<file path="src/rtl/pipe_hazard_ctrl.sv">
// Hazard/forwarding controller: load-use stall, multi-cycle EX freeze, branch flush, forward selects.
// Optional PIPE_HAZARD_PERF_EN enables saturating stall/flush counters; otherwise both read 0.
module pipe_hazard_ctrl #(
   parameter  int DEPTH    = 3,
   parameter  int LOAD_LAT = 1,
   parameter  int MC_LAT   = 4,
   localparam int SW       = $clog2(DEPTH + 1)
) (
   input  logic          clk,
   input  logic          rst,
   input  logic          id_valid,
   input  logic [4:0]    id_rs1,
   input  logic [4:0]    id_rs2,
   input  logic          id_rs1_used,
   input  logic          id_rs2_used,
   input  logic [4:0]    id_rd,
   input  logic          id_wen,
   input  logic          id_is_load,
   input  logic          id_is_mc,
   input  logic          ex_redirect,
   output logic          pc_hold,
   output logic          ifid_hold,
   output logic          idex_bubble,
   output logic          ex_hold,
   output logic          flush_ifid,
   output logic          flush_idex,
   output logic [SW-1:0] fwd_a,
   output logic [SW-1:0] fwd_b,
   output logic [31:0]   perf_stall_cnt,
   output logic [31:0]   perf_flush_cnt
);

   logic       v_q   [1:DEPTH];
   logic       v_d   [1:DEPTH];
   logic [4:0] rd_q  [1:DEPTH];
   logic [4:0] rd_d  [1:DEPTH];
   logic       wen_q [1:DEPTH];
   logic       wen_d [1:DEPTH];
   logic       ld_q  [1:DEPTH];
   logic       ld_d  [1:DEPTH];
   logic [4:0] rs1_q, rs1_d, rs2_q, rs2_d;
   logic       u1_q, u1_d, u2_q, u2_d;
   logic [3:0] mc_cnt_q, mc_cnt_d;

   logic mc_busy, redirect, load_use, issue;

   always_comb begin
      mc_busy  = (mc_cnt_q != '0);
      redirect = ex_redirect & ~mc_busy;
      load_use = 1'b0;
      for (int unsigned s = 1; s <= unsigned'(LOAD_LAT); s++) begin
         if (v_q[s] && ld_q[s] && wen_q[s] && (rd_q[s] != '0) &&
             ((id_rs1_used && (rd_q[s] == id_rs1)) || (id_rs2_used && (rd_q[s] == id_rs2))))
            load_use = 1'b1;
      end
      load_use    = load_use & id_valid & ~mc_busy;
      issue       = id_valid & ~load_use & ~redirect & ~mc_busy;
      idex_bubble = load_use & ~redirect;
      pc_hold     = mc_busy | idex_bubble;
      ifid_hold   = pc_hold;
      ex_hold     = mc_busy;
      flush_ifid  = redirect;
      flush_idex  = redirect;
   end

   // Scan far-to-near so the nearest matching stage overrides older ones.
   always_comb begin
      fwd_a = '0;
      fwd_b = '0;
      for (int unsigned k = DEPTH; k >= 2; k--) begin
         if (v_q[k] && wen_q[k] && (rd_q[k] != '0) &&
             !(ld_q[k] && (k < unsigned'(2 + LOAD_LAT)))) begin
            if (u1_q && (rd_q[k] == rs1_q)) fwd_a = SW'(k);
            if (u2_q && (rd_q[k] == rs2_q)) fwd_b = SW'(k);
         end
      end
   end

   always_comb begin
      v_d      = v_q;
      rd_d     = rd_q;
      wen_d    = wen_q;
      ld_d     = ld_q;
      rs1_d    = rs1_q;
      rs2_d    = rs2_q;
      u1_d     = u1_q;
      u2_d     = u2_q;
      mc_cnt_d = mc_cnt_q;
      if (!mc_busy) begin
         for (int unsigned k = 2; k <= unsigned'(DEPTH); k++) begin
            v_d[k]   = v_q[k-1];
            rd_d[k]  = rd_q[k-1];
            wen_d[k] = wen_q[k-1];
            ld_d[k]  = ld_q[k-1];
         end
         v_d[1]   = issue;
         rd_d[1]  = id_rd;
         wen_d[1] = id_wen;
         ld_d[1]  = id_is_load;
         rs1_d    = id_rs1;
         rs2_d    = id_rs2;
         u1_d     = id_rs1_used & issue;
         u2_d     = id_rs2_used & issue;
         mc_cnt_d = (issue && id_is_mc) ? 4'(MC_LAT - 1) : '0;
      end else begin
         // EX frozen: older stages drain while a bubble enters stage 2.
         v_d[2] = 1'b0;
         for (int unsigned k = 3; k <= unsigned'(DEPTH); k++) begin
            v_d[k]   = v_q[k-1];
            rd_d[k]  = rd_q[k-1];
            wen_d[k] = wen_q[k-1];
            ld_d[k]  = ld_q[k-1];
         end
         mc_cnt_d = mc_cnt_q - 4'd1;
      end
   end

   always_ff @(posedge clk) begin
      if (rst) begin
         for (int unsigned k = 1; k <= unsigned'(DEPTH); k++) begin
            v_q[k]   <= 1'b0;
            rd_q[k]  <= '0;
            wen_q[k] <= 1'b0;
            ld_q[k]  <= 1'b0;
         end
         rs1_q    <= '0;
         rs2_q    <= '0;
         u1_q     <= 1'b0;
         u2_q     <= 1'b0;
         mc_cnt_q <= '0;
      end else begin
         v_q      <= v_d;
         rd_q     <= rd_d;
         wen_q    <= wen_d;
         ld_q     <= ld_d;
         rs1_q    <= rs1_d;
         rs2_q    <= rs2_d;
         u1_q     <= u1_d;
         u2_q     <= u2_d;
         mc_cnt_q <= mc_cnt_d;
      end
   end

`ifdef PIPE_HAZARD_PERF_EN
   logic [31:0] stall_cnt_q, stall_cnt_d, flush_cnt_q, flush_cnt_d;

   always_comb begin
      stall_cnt_d = stall_cnt_q;
      flush_cnt_d = flush_cnt_q;
      if (pc_hold && (stall_cnt_q != '1))    stall_cnt_d = stall_cnt_q + 32'd1;
      if (flush_ifid && (flush_cnt_q != '1)) flush_cnt_d = flush_cnt_q + 32'd1;
   end

   always_ff @(posedge clk) begin
      if (rst) begin
         stall_cnt_q <= '0;
         flush_cnt_q <= '0;
      end else begin
         stall_cnt_q <= stall_cnt_d;
         flush_cnt_q <= flush_cnt_d;
      end
   end

   assign perf_stall_cnt = stall_cnt_q;
   assign perf_flush_cnt = flush_cnt_q;
`else
   assign perf_stall_cnt = '0;
   assign perf_flush_cnt = '0;
`endif

endmodule

</file>
<file path="config.mk">
export PLATFORM = sky130hd
export DESIGN_NAME = pipe_hazard_ctrl
export DESIGN_NICKNAME = d
export VERILOG_FILES = /design/src/rtl/pipe_hazard_ctrl.sv
export SDC_FILE = /design/constraint.sdc
export NUM_CORES = 1
export LEC_CHECK = 0
export CAP_MARGIN = 20
export CORE_MARGIN = 2
export CORE_UTILIZATION = 40
export CTS_CLUSTER_SIZE = 28
export DETAILED_ROUTE_END_ITERATION = 16
export PLACE_DENSITY = 0.83
export SLEW_MARGIN = 20
export SYNTH_ARGS = -nofsm -noshare
export SYNTH_HDL_FRONTEND = slang
export SYNTH_SLANG_ARGS = --single-unit
export TNS_END_PERCENT = 10
</file>
<file path="constraint.sdc">
create_clock -name clk -period 3.9 [get_ports clk]
set_input_delay 0.585 -clock clk [delete_from_list [all_inputs] [get_ports clk]]
set_output_delay 0.585 -clock clk [all_outputs]
set_load 0.005 [all_outputs]
</file>
==> results.md <==
- Status: complete, no violations
- Die footprint: 6483 um2
- Worst-Margin Slew: 509.8 ps
- Dpl hpwl: approximately 3400 um
- Synth Register Bits: 39
- Die width: 80.52 um
- Resized Gates After CTS: 0
- Min Tclk post-route: 3134 ps
- Crit-path max FO: 7
- Core area: 5574 um2
- Mean post-synth cell area: 8.218 um2
- Port Buf Inserts: 33
- H-tree depth: 2
- Max_cap viols: 0
- Leak: slightly above 1 nW
- Die height: 80.52 um
- Dpl cells: 381
- Ys async rst share: 0%
- # hold bufs at CTS: 0
- Global-route wire length before repair: slightly above 7000 um
- Fill cells: 543
- Relative slew margins: 66.01%
- Seq. cell area: 780.7 um2
- DRC Markers: 0
- Worst vdd ir: around 0.31 mV
- GRT busiest layer: met2
- Final hold viol count: 0
- Yosys top cell by area: dfxtp_1
- Cell Area, Synth: 2342 um2
- Net count reported at finish: approximately 340
- Hold Crit Class: register to register
- Inserted Diodes: 0
- Register area share after synthesis: roughly a third
- Synth area leaders: dfxtp_1, buf_4, xnor2_1, nand2_1, a21oi_1
- Post CTS Setup Buffer Count: 0
- Number of enable flip-flop cells after synthesis: 0
- Prevailing post-synth register cell: dfxtp_1
- Met2 usage: 23.67%
- Max frequency: 0.3191 GHz
- Tot GR Track Use: 14.18%
- Ports: 98
- Power Dens Cells: 655.5 nW/um2
- Via count: approximately 1700
- Unique masters post-synth: 39
- Area fraction of the dominant cell type after synthesis: 33.33%
- Final Cycle Share: about four fifths
- Layout Skew: 3.790 ps
- Power, Total: 0.001697 W
- Area of the multi-input gates: between 1000 and 1500 um2
- Setup crit start kind: input port
- Initial antenna violation count: 0
- Data required, critical path: 3310 ps
- Share of layout cells above drive strength 1: around 5.7%
- Top-count cell post-synth: buf_4
- Synth warn: 0
- Setup TNS: 0 ps
- Via count of the first global-routing pass: 1509
- Largest net degree at the start of global routing: 37
- Drt initial violations: 74
- Root buf cell: clkbuf_8
- GRT overflow: 0
- GR Util met3: under 10%
- Total wire length: 4395 um
- Grt met1 use: 18.21%
- FP Rows: 27
- Via/cell ratio: 4.491
- WL/cell: 11.30 um
- RD Place Congestion: 0.8095
- CTS tree: yes
- Router iterations before antenna repair: 5
- Final number of setup-violating endpoints: 0
- Gate Count Post-Synth: 285
- Clock slew seen by the registers of the worst setup and hold paths: 70 ps
- CTS Buf Count: 5
- Max Slew Vio Count: 0
- Clock Latency Late Sink: 290 ps
- Worst Path Arrival: 2550 ps
- Starting Density: 42.02%
- Non-filler instance count after layout: approximately 390
- Sink Count: 39
- Area grow syn2layout: 10.52%
- Unrepaired setup endpoints after global routing: no
- Max Buffers Root-to-Sink: 2
- Crit. End Element: output pin
- Synth cell count leaders: buf_4, nand2_1, dfxtp_1, xnor2_1, a21oi_1
- DRT antenna net count: 0
- Critical path type: input port to output pin
## stage by stage
stage                     utilization (%)  area [um2]  hold WS [ps]  setup slack, ps
final                               46.44        2589         474.1            766.1
after global routing                46.44        2589         486.6            628.3
after CTS                           46.44        2589         473.5            762.3
after detailed placement            44.65        2489         463.7            777.7
after global placement              44.65        2489         449.2            761.1
after floorplan                         -        2579         436.3             1832
## kinds of logic (layout without fill, tap and decap cells)
family	Yosys count	count (layout)	share of synthesized area, %
AOI/OAI and AO/OA	41	41	11.01
xor gates and xnor gates	32	32	11.97
adders and majority gates	1	1	0.5341
buffers and inverters	80	49	23.56
DFF	39	39	33.33
other	1	64	0.1601
and+or+nand+nor	91	91	19.44
## layout make-up
type                            instances  area share (%)
Tap cell                               72           3.480
Inverter                                5          0.7250
Timing Repair Buffer                   36           13.63
Clock buffer                            8           3.867
Multi-Input combinational cell        229           48.14
Sequential cell                        39           30.16
## critical path, stage by stage
cell,delay [ps]
clkdlybuf4s50_1,500
xnor2_1,130
nand4_1,110
o22ai_1,450
nor3b_1,240
clkdlybuf4s50_1,530
## per-layer routing
layer  share of wire, %  vias up
met1                 42      777
met5                  0        -
met4               0.30        0
li1                   -      872
met2                 49       94
met3                8.9        4
## worst paths after layout
check	start	endpoint	slack (ps)	cells past startpoint
max	id_rs1[1]	idex_bubble	770	6
min reg2reg	ld_q[2]$_SDFFE_PP0P_	ld_q[2]$_SDFFE_PP0P_	470	2
min	ld_q[2]$_SDFFE_PP0P_	ld_q[2]$_SDFFE_PP0P_	470	2
max reg2reg	mc_cnt_q[0]$_SDFF_PP0_	mc_cnt_q[0]$_SDFF_PP0_	1670	9
## registers in the layout, summed over array words and instances, names as in the netlist, 2 cells and up
signal	count
rd_q	10
rd_d	5
rs1_q	5
rs2_q	5
mc_cnt_q	4
v_q	3
wen_q	2
## layout by cell type, fill, tap and decap left out, drive strengths merged
cell type / instances
nand3: 1
o31ai: 1
nor4b: 1
o22ai: 1
ha: 1
a31oi: 1
xnor2: 28
o21ai: 5
nor2: 3
dfxtp: 39
and2: 1
conb: 64
nor2b: 8
o211ai: 2
clkbuf: 8
o21bai: 1
a21oi: 24
nor4: 1
nand4: 5
nor3: 7
or4: 3
buf: 3
a32oi: 3
and4bb: 1
and3: 1
inv: 5
a22oi: 1
clkdlybuf4s50: 33
nand2: 56
nor3b: 2
xor2: 4
or3: 1
a21o: 1
o2111ai: 1
## where the power goes
part	leakage, nW	total (W)	switching (W)	internal (W)
combinational	0.640	0.000772	0.000415	0.000357
clock	0.0515	0.000293	0.000132	0.000161
sequential	0.319	0.000632	0.000124	0.000508
total	1.01	0.00170	0.000671	0.00103
Power figures use the tool's default switching activity.
